$ cat config.mk
export PLATFORM = sky130hd
export DESIGN_NAME = difftest_commit_queue
export DESIGN_NICKNAME = d
export VERILOG_FILES = /design/src/rtl/difftest_pkg.sv /design/src/rtl/sync_fifo.sv /design/src/rtl/difftest_commit_queue.sv
export SDC_FILE = /design/constraint.sdc
export NUM_CORES = 2
export LEC_CHECK = 0
export BUFFER_PORTS_ARGS = -buffer_cell sky130_fd_sc_hd__buf_2
export CAP_MARGIN = 10
export CORE_MARGIN = 4
export CORE_UTILIZATION = 28
export DETAILED_ROUTE_END_ITERATION = 8
export GPL_TIMING_DRIVEN = 0
export RECOVER_POWER = 50
export SETUP_SLACK_MARGIN = 0.3
export SYNTH_ARGS = -nofsm -noshare
export SYNTH_HDL_FRONTEND = slang
export SYNTH_SLANG_ARGS = --single-unit
$ cat constraint.sdc
create_clock -name clk -period 4.3 [get_ports clk]
set_clock_uncertainty 0.15 [all_clocks]
set_input_delay 0.86 -clock clk [delete_from_list [all_inputs] [get_ports clk]]
set_output_delay 0.86 -clock clk [all_outputs]
set_load 0.01 [all_outputs]
$ cat src/rtl/difftest_pkg.sv
// Shared types and constants for the difftest commit path.
// Provides the retire record layout carried from the core to the checker,
// the GPR file geometry and the architectural reset PC.
package difftest_pkg;

  localparam int unsigned XLEN      = 32;
  localparam int unsigned NR_GPR    = 32;
  localparam int unsigned GPR_IDX_W = 5;

  localparam logic [XLEN-1:0] RESET_PC = 32'h8000_0000;

  typedef struct packed {
    logic [XLEN-1:0]      pc;
    logic [XLEN-1:0]      npc;
    logic                 wen;
    logic [GPR_IDX_W-1:0] rd;
    logic [XLEN-1:0]      wdata;
  } commit_rec_t;

endpackage

$ cat src/rtl/sync_fifo.sv
// Synchronous FIFO with registered pointers and no read-to-write bypass.
// Ports:
//   clk, rst       clock, synchronous active-high reset
//   push, wdata    write request and payload (ignored while full)
//   pop, rdata     read request (ignored while empty) and head payload
//   full, empty    occupancy flags, derived from registered pointers
//   count          number of stored entries
module sync_fifo #(
  parameter int unsigned DEPTH = 4,
  parameter int unsigned WIDTH = 8
) (
  input  logic                       clk,
  input  logic                       rst,
  input  logic                       push,
  input  logic [WIDTH-1:0]           wdata,
  input  logic                       pop,
  output logic [WIDTH-1:0]           rdata,
  output logic                       full,
  output logic                       empty,
  output logic [$clog2(DEPTH):0]     count
);

  localparam int unsigned AW = $clog2(DEPTH);

  // One extra pointer bit separates the full and empty cases when the indices match.
  logic [AW:0]      wr_ptr_q, rd_ptr_q;
  logic [WIDTH-1:0] mem_q [DEPTH];
  logic             do_push, do_pop;

  assign full    = (wr_ptr_q[AW] != rd_ptr_q[AW]) && (wr_ptr_q[AW-1:0] == rd_ptr_q[AW-1:0]);
  assign empty   = (wr_ptr_q == rd_ptr_q);
  assign count   = wr_ptr_q - rd_ptr_q;
  assign do_push = push && !full;
  assign do_pop  = pop && !empty;
  assign rdata   = mem_q[rd_ptr_q[AW-1:0]];

  always_ff @(posedge clk) begin
    if (rst) begin
      wr_ptr_q <= '0;
      rd_ptr_q <= '0;
    end else begin
      if (do_push) wr_ptr_q <= wr_ptr_q + 1'b1;
      if (do_pop)  rd_ptr_q <= rd_ptr_q + 1'b1;
    end
  end

  // Storage needs no reset: slots are only observed after being written.
  always_ff @(posedge clk) begin
    if (!rst && do_push) mem_q[wr_ptr_q[AW-1:0]] <= wdata;
  end

endmodule

$ cat src/rtl/difftest_commit_queue.sv
// Producer side of the difftest GPR/PC interface.
// Retire events are queued and handed to the checker one per handshake; each pop
// commits the record into a shadow GPR file, the snapshot PC and the retire counter.
// Ports:
//   clk, rst                  clock, synchronous active-high reset
//   cmt_*                     retire event from writeback (valid/ready handshake)
//   dt_valid/dt_ready/dt_*pc  head record offered to the checker
//   snap_valid, snap_pc       one-cycle pulse after a pop, npc of that record
//   rf_raddr, rf_rdata        combinational shadow GPR read
//   retire_cnt                records popped since reset
//   overflow                  sticky flag: push attempted while full
module difftest_commit_queue #(
  parameter int unsigned      DEPTH    = 4,
  parameter int unsigned      XLEN     = difftest_pkg::XLEN,
  parameter logic [XLEN-1:0]  RESET_PC = difftest_pkg::RESET_PC
) (
  input  logic            clk,
  input  logic            rst,
  input  logic            cmt_valid,
  output logic            cmt_ready,
  input  logic [XLEN-1:0] cmt_pc,
  input  logic [XLEN-1:0] cmt_npc,
  input  logic            cmt_wen,
  input  logic [4:0]      cmt_rd,
  input  logic [XLEN-1:0] cmt_wdata,
  output logic            dt_valid,
  input  logic            dt_ready,
  output logic [XLEN-1:0] dt_pc,
  output logic [XLEN-1:0] dt_npc,
  output logic            snap_valid,
  output logic [XLEN-1:0] snap_pc,
  input  logic [4:0]      rf_raddr,
  output logic [XLEN-1:0] rf_rdata,
  output logic [63:0]     retire_cnt,
  output logic            overflow
);
  import difftest_pkg::*;

  localparam int unsigned CntW = $clog2(DEPTH) + 1;

  commit_rec_t     push_rec, head_rec;
  logic            fifo_full, fifo_empty;
  logic [CntW-1:0] fifo_count;
  logic            push, pop;

  logic [XLEN-1:0] gpr_q [NR_GPR];
  logic [XLEN-1:0] snap_pc_q;
  logic            snap_valid_q;
  logic [63:0]     retire_cnt_q;
  logic            overflow_q;

  always_comb begin
    push_rec       = '0;
    push_rec.pc    = cmt_pc;
    push_rec.npc   = cmt_npc;
    push_rec.wen   = cmt_wen;
    push_rec.rd    = cmt_rd;
    push_rec.wdata = cmt_wdata;
  end

  assign cmt_ready = !fifo_full;
  assign dt_valid  = (fifo_count != '0);
  assign push      = cmt_valid && cmt_ready;
  assign pop       = dt_ready && !fifo_empty;

  sync_fifo #(
    .DEPTH (DEPTH),
    .WIDTH ($bits(commit_rec_t))
  ) u_fifo (
    .clk   (clk),
    .rst   (rst),
    .push  (push),
    .wdata (push_rec),
    .pop   (pop),
    .rdata (head_rec),
    .full  (fifo_full),
    .empty (fifo_empty),
    .count (fifo_count)
  );

  assign dt_pc  = head_rec.pc;
  assign dt_npc = head_rec.npc;

  always_ff @(posedge clk) begin
    if (rst) begin
      for (int i = 0; i < NR_GPR; i++) gpr_q[i] <= '0;
      snap_pc_q    <= RESET_PC;
      snap_valid_q <= 1'b0;
      retire_cnt_q <= '0;
      overflow_q   <= 1'b0;
    end else begin
      snap_valid_q <= pop;
      if (cmt_valid && !cmt_ready) overflow_q <= 1'b1;
      if (pop) begin
        // x0 is hardwired: never let a write land in slot 0.
        if (head_rec.wen && (head_rec.rd != '0)) gpr_q[head_rec.rd] <= head_rec.wdata;
        snap_pc_q    <= head_rec.npc;
        retire_cnt_q <= retire_cnt_q + 64'd1;
      end
    end
  end

  assign rf_rdata   = (rf_raddr == '0) ? '0 : gpr_q[rf_raddr];
  assign snap_valid = snap_valid_q;
  assign snap_pc    = snap_pc_q;
  assign retire_cnt = retire_cnt_q;
  assign overflow   = overflow_q;

endmodule

==> results.md <==
- Final setup vio count: 0
- Global placer's final weighted congestion: around 0.91
- Maximum fanout along the worst path: 10
- Worst path required time: about 4.8 ns
- Core Util, Final: 33.68%
- Status: finished, violations left
- Die Wd: 485.5 um
- Synth cell types: 58
- Via count: around 40000
- Endpoints failing hold: 0
- Footprint of the multi-input gates: approximately 18000 um^2
- Mapped Avg Cell Area: between 10 and 15 um^2
- Root Buffer: clkbuf_16
- Ys flop type: edfxtp_1
- First-pass GRT wire length: 282.6 mm
- CTS tree: yes
- Worst setup EP type: register
- Layout cell share with drive strength beyond 1: approximately a fifth
- Average wire per standard cell: 24.79 um
- Final nets: roughly 4900
- Async S/R FF share, synth: 0%
- Initial Utilization: around 28%
- Worst vdd ir: about 0.00048 V
- DIE AREA: ~240000 um^2
- Area growth syn-to-layout: 19.78%
- Slew HR: -9.879%
- RSZ-0062 raised after global routing: true
- GRT overflow: 0
- Most frequent cells in the layout: edfxtp_1, nor2_1, clkbuf_1, nand2_1, mux4_2
- Starting DRT DRC Count: roughly 4700
- Final ANT Viol Nets: 0
- Seq cells post-synth: approximately 1500
- Reg area: 44580 um^2
- Detailed Place HPWL: approximately 150 mm
- Final min period: ~4 ns
- Max-cap violations: 2
- Achievable clock frequency: about 240 MHz
- FP Rows: about 180
- Syn Std Cell Area: about 64000 um^2
- DRT Pass-1 Iters: 5
- CTS max path bufs: 3
- Yosys warning count: 0
- EDFF count, synth: 1414
- Slew Viols, Final: 17
- Skew-Pair Late Insertion Delay: 0.79 ns
- Final period util: between 90 and 100%
- Port bufs: roughly 300
- Number of global-route vias before repair: about 40000
- Clk sink count: 1520
- Via density: around 5.0
- Largest net degree at the start of global routing: 54
- Clk slew on worst S/H paths: about 0.060 ns
- WP data arrival: roughly 4.6 ns
- Slew @ Worst Pin: approximately 1.6 ns
- Worst hold path type: input port to register
- Die H: between 400 and 500 um
- WS Path Type: register to register
- FILL cells: approximately 22000
- Gr usage total: 16.36%
- Sequential fraction of the synthesis area: a little over two thirds
- Core area: between 200000 and 250000 um^2
- Cts bufs inserted: around 160
- Power Density: between 400 and 500 nW/um^2
- CTS Hold Bufs: 0
- Setup tns final: 0 ns
- Commonest non-fill, non-tap cell in the layout: edfxtp_1
- Final WL: between 150 and 200 mm
- Antenna violations before repair: 41
- Startpoint Class: register
- Lkg Pwr: between 20 and 25 nW
- Final hold slack: approximately 0.19 ns
- H-tree Lvls: 4
- Post-route DRC: 0
- Mapped Cells: roughly 4300
- Failing checks: max-capacitance violations, max-slew violations
- # IOs: between 300 and 400
## cells by family after synthesis
family	synth area share, %
and+or+nand+nor	10.19
DFF	69.83
muxes	13.25
buffers and inverters	2.755
AOI/OAI and AO/OA	3.283
xor gates and xnor gates	0.5330
adders and majority gates	0.1568
other	0.005873
## critical path: stages, from the launching register on
cell and delay (ns):
dfxtp_1 0.36, inv_1 0.11, ha_1 0.29, nand2_1 0.30, o2111ai_4 0.29, nor3_1 0.65
buf_2 0.39, clkbuf_1 0.70, nand2_1 0.46, nor2_1 0.22
## sequential cells by signal, summed over array words and instances, names as in the netlist, named ones only
signal / flops
gpr_q: 1006
overflow: 1
retire_cnt: 64
snap_pc: 32
snap_valid: 1
u_fifo.mem_q: 408
u_fifo.rd_ptr_q: 3
u_fifo.wr_ptr_q: 3
## synthesized netlist by cell type (47+ instances only)
cell	instances	area share [%]
mux2_2	50	0.88
mux4_2	308	11
dfxtp_1	106	3.3
nand2_1	348	2.0
buf_2	68	0.53
a211oi_1	47	0.55
edfxtp_1	1414	67
nor2_1	1054	6.2
buf_4	70	0.82
mux2i_1	96	1.5
clkbuf_1	185	1.1
a21oi_1	66	0.52
## per-stage QoR
step / instance area, um^2 / std cells / total power [mW] / setup slack (ns)
after floorplan: 63910 / 4299 / 19.82 / -0.1533
after global placement: 69180 / 7609 / 21.81 / -3.560
after detailed placement: 70310 / 7652 / 21.95 / -1.953
after CTS: 76560 / 7943 / 36.03 / 0.1568
after global routing: 76420 / 7948 / 36.94 / 0.1547
final: 76470 / 7968 / 35.89 / 0.1845
## where the power goes
group / switching, mW / internal (mW) / total, mW / leakage (nW)
registers: 0.169 / 16.7 / 16.8 / 14.9
logic: 3.35 / 1.60 / 4.95 / 7.16
clock network: 5.75 / 8.34 / 14.1 / 2.59
total: 9.27 / 26.6 / 35.9 / 24.7
## final cells by class
class | instances | share of cell area, %
Sequential cell | 1520 | 58.30
Multi-Input combinational cell | 2413 | 23.92
Clock buffer | 210 | 5.766
Tap cell | 3009 | 4.923
Buffer | 349 | 2.893
Timing Repair Buffer | 350 | 2.886
Clock inverter | 79 | 1.168
Inverter | 16 | 0.07853
Antenna cell | 22 | 0.07199
## path summary, 6_finish.rpt
check / start / to / slack, ns / cells past startpoint
worst max register to register: u_fifo.wr_ptr_q[0]$_SDFFE_PP0N_ / gpr_q[26][7]$_SDFFCE_PN0P_ / 0.18 / 9
worst max-delay path: u_fifo.wr_ptr_q[0]$_SDFFE_PP0N_ / gpr_q[26][7]$_SDFFCE_PN0P_ / 0.18 / 9
worst min register to register: snap_pc[23]$_SDFFE_PP0N_ / snap_pc[23]$_SDFFE_PP0N_ / 0.30 / 2
worst min-delay path: cmt_rd[3] / u_fifo.mem_q[0][35]$_DFFE_PP_ / 0.19 / 1
## routing by layer
metal	track usage, %	part of all wire (%)
met5	0	0.14
met4	5.970	3.7
met3	4.809	11
met2	26.49	47
met1	20.83	38
## what timing repair did
item                                    4_1_cts  5_1_grt
pin swaps                                     9        7
resized for setup                           283       58
buffers inserted                              3        2
endpoints found under the setup margin      400      256
Note: power is estimated with default switching activity, not from simulation.
